--- config.mk ---
export PLATFORM = sky130hd
export DESIGN_NAME = up_down_counter_sequencer
export DESIGN_NICKNAME = d
export VERILOG_FILES = /design/src/rtl/up_down_counter_sequencer.sv
export SDC_FILE = /design/constraint.sdc
export NUM_CORES = 1
export LEC_CHECK = 0
export BUFFER_PORTS_ARGS = -buffer_cell sky130_fd_sc_hd__buf_2
export CAP_MARGIN = 10
export CORE_MARGIN = 2
export CORE_UTILIZATION = 50
export CTS_CLUSTER_SIZE = 10
export DETAILED_ROUTE_END_ITERATION = 8
export PLACE_DENSITY = 0.84
export SYNTH_ARGS = -nofsm -noshare
export SYNTH_HDL_FRONTEND = slang
export SYNTH_SLANG_ARGS = --single-unit
--- constraint.sdc ---
create_clock -name Clock -period 2.54 [get_ports Clock]
set_clock_uncertainty 0.1 [all_clocks]
set_input_delay 0.254 -clock Clock [delete_from_list [all_inputs] [get_ports Clock]]
set_output_delay 0.254 -clock Clock [all_outputs]
set_load 0.02 [all_outputs]
--- src/rtl/up_down_counter_sequencer.sv ---
// Prescaled up/down counter sequencer with SINGLE, REPEAT and BOUNCE run modes.
// The run configuration is latched when a run starts. All outputs come straight from registers.
module up_down_counter_sequencer #(
  parameter int WIDTH = 4,
  parameter int DIV_W = 4
) (
  input  logic             Clock,
  input  logic             Reset,
  input  logic             start,
  input  logic             abort,
  input  logic [1:0]       mode,
  input  logic             up_down,
  input  logic [WIDTH-1:0] start_val,
  input  logic [WIDTH-1:0] end_val,
  input  logic [DIV_W-1:0] div,
  output logic [WIDTH-1:0] Q,
  output logic             busy,
  output logic             done,
  output logic             dir,
  output logic             wrap
);

  typedef enum logic [1:0] {
    S_IDLE = 2'd0,
    S_RUN  = 2'd1,
    S_DONE = 2'd2
  } state_t;

  localparam logic [1:0] M_REPEAT = 2'b01;
  localparam logic [1:0] M_BOUNCE = 2'b10;

  state_t           state_q;
  logic [1:0]       mode_q;
  logic             updn_q;
  logic [WIDTH-1:0] sv_q;
  logic [WIDTH-1:0] ev_q;
  logic [DIV_W-1:0] div_q;
  logic [DIV_W-1:0] presc_q;
  logic [WIDTH-1:0] q_q;
  logic             dir_q;
  logic             busy_q;
  logic             done_q;
  logic             wrap_q;

  logic             tick;
  logic             at_end;
  logic             at_start;
  logic             same_ends;
  logic             bounce_dir_d;
  logic             step_dir_d;
  logic [WIDTH-1:0] step_val_d;
  logic             step_wrap_d;

  assign tick      = (presc_q == div_q);
  assign at_end    = (q_q == ev_q);
  assign at_start  = (q_q == sv_q);
  assign same_ends = (sv_q == ev_q);

  // BOUNCE turns around only at the end value while moving in the initial
  // direction, and turns back only at the start value while moving against it.
  always_comb begin
    bounce_dir_d = dir_q;
    if (at_end && (dir_q == updn_q))
      bounce_dir_d = ~dir_q;
    else if (at_start && (dir_q != updn_q))
      bounce_dir_d = updn_q;
  end

  always_comb begin
    step_dir_d  = (mode_q == M_BOUNCE) ? bounce_dir_d : dir_q;
    step_val_d  = step_dir_d ? (q_q + 1'b1) : (q_q - 1'b1);
    step_wrap_d = step_dir_d ? (&q_q) : (q_q == '0);
  end

  always_ff @(posedge Clock or negedge Reset) begin
    if (!Reset) begin
      state_q <= S_IDLE;
      mode_q  <= '0;
      updn_q  <= 1'b0;
      sv_q    <= '0;
      ev_q    <= '0;
      div_q   <= '0;
      presc_q <= '0;
      q_q     <= '0;
      dir_q   <= 1'b0;
      busy_q  <= 1'b0;
      done_q  <= 1'b0;
      wrap_q  <= 1'b0;
    end else begin
      done_q <= 1'b0;
      wrap_q <= 1'b0;
      case (state_q)
        S_IDLE: begin
          if (start && !abort) begin
            mode_q  <= mode;
            updn_q  <= up_down;
            sv_q    <= start_val;
            ev_q    <= end_val;
            div_q   <= div;
            presc_q <= '0;
            q_q     <= start_val;
            dir_q   <= up_down;
            busy_q  <= 1'b1;
            state_q <= S_RUN;
          end
        end
        S_RUN: begin
          if (abort) begin
            // abort wins over any terminal tick in the same cycle
            presc_q <= '0;
            busy_q  <= 1'b0;
            state_q <= S_IDLE;
          end else if (!tick) begin
            presc_q <= presc_q + 1'b1;
          end else begin
            presc_q <= '0;
            case (mode_q)
              M_REPEAT: begin
                if (at_end) begin
                  q_q    <= sv_q;
                  wrap_q <= 1'b1;
                end else begin
                  q_q    <= step_val_d;
                  wrap_q <= step_wrap_d;
                end
              end
              M_BOUNCE: begin
                if (!same_ends) begin
                  q_q    <= step_val_d;
                  dir_q  <= step_dir_d;
                  wrap_q <= step_wrap_d;
                end
              end
              default: begin
                if (at_end) begin
                  busy_q  <= 1'b0;
                  done_q  <= 1'b1;
                  state_q <= S_DONE;
                end else begin
                  q_q    <= step_val_d;
                  wrap_q <= step_wrap_d;
                end
              end
            endcase
          end
        end
        S_DONE: begin
          state_q <= S_IDLE;
        end
        default: begin
          busy_q  <= 1'b0;
          state_q <= S_IDLE;
        end
      endcase
    end
  end

  assign Q    = q_q;
  assign busy = busy_q;
  assign done = done_q;
  assign dir  = dir_q;
  assign wrap = wrap_q;

endmodule

# Word level (Yosys, flattened, before mapping)
# Cells that the tools add are included.
[op_classes] addsub=3 n_eq_ne=20 muxes=47 bitwise=2 reduce_logical=15
[op_table] operator="$mux W4" n=10
[op_table] operator="$mux W1" n=25
[op_table] operator="$pmux W4 S2" n=3
[op_table] operator="$eq A4 B4 Y1" n=4
[op_table] operator="$ne A3 B3 Y1 const B" n=4
[op_table] operator="$reduce_and A6 Y1" n=2
[op_table] operator="$mux W2" n=5
[op_table] operator="$ne A2 B2 Y1 const B" n=5
[op_table] operator="$add A4 B1 Y4 const B" n=2
[op_table] operator="$reduce_and A4 Y1" n=2
[op_table] operator="$reduce_and A5 Y1" n=1
[op_table] operator="$eq A2 B1 Y1 const B" n=2
[op_table] operator="$eq A2 B2 Y1 const B" n=2
[op_table] operator="$logic_not A4 Y1" n=1
[op_table] operator="$ne A4 B4 Y1 const B" n=1
[op_table] operator="$pmux W1 S2" n=2
[op_table] operator="$pmux W2 S2" n=1
[op_table] operator="$reduce_and A2 Y1" n=2
[op_table] operator="$sub A4 B1 Y4 const B" n=1
[op_table] operator="$logic_and A1 B1 Y1" n=3
[op_table] operator="$pmux W1 S3" n=1
[op_table] operator="$logic_not A2 Y1" n=1
[op_table] operator="$not A1 Y1" n=2
[op_table] operator="$reduce_bool A2 Y1" n=1
[op_table] operator="other kinds (4)" n=4
[word_totals] regBits=29 inputBits=19 out_inout_bits=8 wordCells=99

# Logic depth before layout (Yosys ltp)
[depth] ltp_word=11 mapped_depth=11 depth_no_buf=11

# Worst setup path before layout
# OpenSTA, ideal clock, no wires.
[synth_path] kind="reg-to-reg" startpoint="register q_q[0] (netlist: Q[0])" endpoint="register q_q[3] (netlist: Q[3])" setup_time_ns=0.079 arrival_ns=2.614 required_time_ns=2.361 path_slack_ns=-0.253 path_stages_with_launch=12 path_buffers=1 synth_period_minus_slack_ns=2.793 path_cell_list="dfrtp_1 > buf_6 > xor2_1 > nor4_4 > mux2i_1 > o211a_2 > inv_1 > ha_1 > a21o_1 > a21oi_1 > xnor2_1 > mux2i_1"
[synth_via] elab_chain_len=11 word_cells_on_any_way=19 classes_between="add/sub: 2; eq/ne: 3; mux: 11; reduce/logical: 3"
[synth_rtl] element="from (decl)" line="39" source="logic [WIDTH-1:0] q_q;"
[synth_rtl] element="from (signal assigned)" line="101" source="q_q <= start_val;"
[synth_rtl] element="from (signal assigned)" line="120" source="q_q <= sv_q;"
[synth_rtl] element="from (signal assigned)" line="123" source="q_q <= step_val_d;"
[synth_rtl] element="$eq A4 B4 Y1" line="56" source="assign at_start = (q_q == sv_q);"
[synth_rtl] element="$logic_and A1 B1 Y1" line="65" source="else if (at_start && (dir_q != updn_q))"
[synth_rtl] element="$mux W1" line="65"
[synth_rtl] element="$mux W1" line="63" source="if (at_end && (dir_q == updn_q))"
[synth_rtl] element="$mux W1" line="70" source="step_dir_d = (mode_q == M_BOUNCE) ? bounce_dir_d : dir_q;"
[synth_rtl] element="$mux W4" line="71" source="step_val_d = step_dir_d ? (q_q + 1'b1) : (q_q - 1'b1);"
[synth_rtl] element="$mux W4, on equally long branches" line="135, 119, 128"
[synth_rtl] element="$pmux W4 S2" line="117" source="case (mode_q)"
[synth_rtl] element="$mux W4" line="113" source="end else if (!tick) begin"
[synth_rtl] element="$mux W4" line="108" source="if (abort) begin"
[synth_rtl] element="$pmux W4 S2" line="92" source="case (state_q)"
# Several ways; a longest one is shown, not always the timed one. The select of a mux whose other input is x is not followed.
# A chain may end at the register's enable or synchronous reset.

# Worst setup path after layout
[layout_path] startpoint="register q_q[3] (netlist: Q[3])" endpoint="register q_q[1] (netlist: Q[1])"
# Same word-level chain as after synthesis.

==> reports/summary.json <==
{
  "status": "finished with violations",
  "violations_in_the_final_reports": "setup timing",
  "synth_seq_cells": 29,
  "share_seq_of_total_power_pct": 31.7,
  "grt_pass1_vias": 1519,
  "num_rows": 21,
  "wirelength_met1_um": 1850,
  "layout_worst_path_cycle_share_pct": 106,
  "io_pins": 27,
  "num-fill-cells": 285,
  "ctsRootBufferMaster": "clkbuf_4",
  "routed_via_density": 5.30,
  "syn-instance-count": 194,
  "drt_iter0_markers": 86,
  "highest-signal-layer": "met4",
  "grt_max_degree": 30,
  "critPathKind": "reg -> reg",
  "synthToLayoutAreaGrowth_pct": 28.3,
  "timing.hold.worst_path_depth": 3,
  "worst_ep_required_time_ns": 2.67,
  "drt_pre_antenna_iters": 4,
  "synth_flop_cell": "dfrtp_1",
  "globalRouteOverflowTotal": 0,
  "crit_end_category": "register",
  "cts_max_path_buffers": 2,
  "share_comb_of_total_power_pct": 55.2,
  "synth-async-reset-ratio_pct": 100,
  "netlist_area_um2": 1710,
  "leakagePower_nw": 1.08,
  "finalSetupTns_ns": -0.403,
  "die-width_um": 62.5,
  "chip_height_um": 62.5,
  "detail_route.wirelength_um": 4090,
  "finalSetupViolCount": 3,
  "post-layout-total-power_mw": 2.16,
  "setup.worst_path.start_class": "register",
  "drv.max_cap_violation_count": 0,
  "worst_setup_path_startpoint": "Q[3]",
  "hpwlAfterDp_um": 2930,
  "worstReg2RegEnd": "Q[1]",
  "max_freq_mhz": 372,
  "timing.reg2reg.setup_slack_ns": -0.15,
  "synth.net_count": 219,
  "routability_congestion_estimate": 0.896,
  "powerDensity_nw_per_um2": 983,
  "critical_path_peak_fanout": 4,
  "crit_path_max_incr_delay_ns": 0.47,
  "hold_start": "mode[0]",
  "seq_area_frac_synth_pct": 42.4,
  "internal_power_mw": 1.26,
  "crit-reg2reg-launch": "Q[3]",
  "floorplan.die_area_um2": 3910,
  "buffer_ports.inserted": 26,
  "detail-route-antenna-nets": 0,
  "antenna_found_initial": 0,
  "worst_pin_slew_ns": 0.654,
  "track_usage_pct": 23.4,
  "slew_violations": 0,
  "worstPathCellList": "xnor2_1 -> nand4_1 -> or3_1 -> o211a_2 -> buf_4 -> fa_1 -> a21oi_1 -> a31oi_1 -> o21ai_1 -> mux2_2",
  "synth_edf_count": 0,
  "number_of_placed_instances_with_taps_included": 275,
  "finalNetCount": 272,
  "critical-path-slowest-cell": "fa_1",
  "switching_power_uw": 901,
  "cp_data_arrival_time_ns": 2.82,
  "fin_ws_ns": -0.147,
  "detailroute.wirelength.met2_um": 1910,
  "floorplan.initialDensity_pct": 51.7,
  "layout-drive-gt1-share_pct": 27.8,
  "power_switching_share_pct": 41.7,
  "yosys_warnings": 0,
  "wl_met3_um": 224,
  "antennaDiodeCount": 0,
  "wire_length_of_the_first_global_routing_pass_um": 6980,
  "r2r_cells": 10,
  "timing.hold.worst.class": "in -> reg",
  "portion_of_total_power_attributed_to_the_clock_network_pct": 13.1,
  "routedWlPerCell_um": 13.9,
  "final-hold-violation-count": 0,
  "netlist-cell-type-count": 40,
  "area_of_the_core_um2": 3310,
  "rsz0062_at_grt": "true",
  "clock_latency_ns": 0.34,
  "syn_area_per_cell_um2": 8.83,
  "tritoncts": "done",
  "drt_drc_violations_left": 0,
  "htree_num_levels": 2,
  "instances_no_fill": 294,
  "tritoncts.num_buffers": 5,
  "vias": 1559,
  "cts_num_sinks": 29,
  "ir_drop_v": 0.000544,
  "relSlewSlack_pct": 56.4,
  "clk_transition_reported_paths_ns": 0.10,
  "min_period_ns": 2.69,
  "holdPathEnd": "mode_q[0]"
}
Yosys cell counts, types with 2 or more instances:
cell type,n,area share (%)
nand2_1,51,11
dfrtp_1,29,42
nor2_1,13,2.8
o21ai_0,10,2.9
xnor2_1,10,5.1
xor2_1,8,4.1
a21oi_1,6,1.8
clkbuf_1,6,1.3
inv_1,6,1.3
ha_1,5,3.7
mux2i_1,5,2.9
and3_1,4,1.5
nand4_1,3,1.1
nor3_1,3,0.88
o22ai_1,3,1.1
o31ai_1,3,1.3
a31oi_1,2,0.73
mux2_2,2,1.3
nand3_1,2,0.58
nor4_1,2,0.73
o21a_1,2,0.88
power by group through the flow:
stage                     Sequential (mW)  Combinational [mW]  Clock [mW]
final                               0.684                1.19       0.283
after global routing                0.700                1.32       0.309
after CTS                           0.681                1.15       0.288
after detailed placement            0.691                1.11           0
after global placement              0.683                1.07           0
after floorplan                     0.743               0.725           0
stage by stage:
stage          setup WS (ns)  hold slack, ns  util [%]  instance area, µm²
6_report              -0.147          0.0109      66.4                2200
4_1_cts               -0.121         0.00166      65.7                2180
3_5_place_dp          -0.107           0.216      61.5                2040
2_1_floorplan         -0.135          -0.142         -                1760
5_1_grt               -0.255         0.00318      66.4                2200
3_3_place_gp         -0.0482           0.214      61.5                2040
final cells by class:
cell class                 count  area [µm²]  share of cell area, %
multi-input combinational    151         976                   44.4
inverter                       6        22.5                   1.02
timing repair buffer          54         358                   16.3
sequential                    29         729                   33.2
tap                           46        57.6                   2.62
clock inverter                 3        17.5                  0.797
clock buffer                   5        37.5                   1.71
cell usage in the layout, fill, tap and decap left out, types with 3 or more instances in the layout:
cell type      count
a21oi_1            5
and3_1             4
buf_2             26
buf_4             21
clkbuf_4           5
dfrtp_1           26
dfrtp_2            3
dlygate4sd3_1      7
ha_1               3
inv_1              5
mux2i_1            5
nand2_1           51
nand4_1            3
nor2_1            13
nor3_1             3
o21ai_0            9
o22ai_1            3
o31ai_1            3
xnor2_1            9
xor2_1             7
worst max-delay path by stage:
stage | end | cells after the start
6_report | Q[1] | 10
5_1_grt | Q[1] | 10
4_1_cts | Q[1] | 10
3_5_place_dp | Q[3] | 10
3_3_place_gp | Q[3] | 10
2_1_floorplan | Q[2] | 11
registers in the layout, summed over array words and instances (netlist names):
name     count
updn_q       1
presc_q      4
mode_q       2
div_q        4
Q            4
state_q      2
ev_q         4
done         1
wrap         1
busy         1
dir          1
sv_q         4
cells by family (layout without fill, tap and decap cells):
| group | count (synthesis) | in the layout | share of synthesized area, % |
|---|---|---|---|
| xor gates and xnor gates | 18 | 18 | 9.20 |
| buffers and inverters | 14 | 68 | 3.58 |
| and+or+nand+nor | 86 | 86 | 22.9 |
| AOI/OAI and AO/OA | 34 | 34 | 12.9 |
| muxes | 7 | 7 | 4.24 |
| adders and majority gates | 6 | 6 | 4.82 |
| DFF | 29 | 29 | 42.4 |
critical path, delay by kind of cell, from the launching register on:
family	cells	cell delay (ns)
simple gates	2	0.53
fa+ha+maj	1	0.47
flops	1	0.45
compound gates	4	0.45
mux	1	0.26
xor+xnor	1	0.19
buf+inv	1	0.14
repair_timing:
action                     4_1_cts  5_1_grt
hold buffers                     7        0
setup endpoints to repair        3        3
buffers inserted                 2        2
gates resized for setup          0        2
hold endpoints to repair        35        0
per-layer routing:
layer  up-vias  global-route usage (%)
li1        772                       -
met1       726                    29.1
met2        51                    36.8
met3        10                    6.31
met4         0                    13.3
met5         -                       0
No activity file was read; power rests on OpenSTA's default activity.
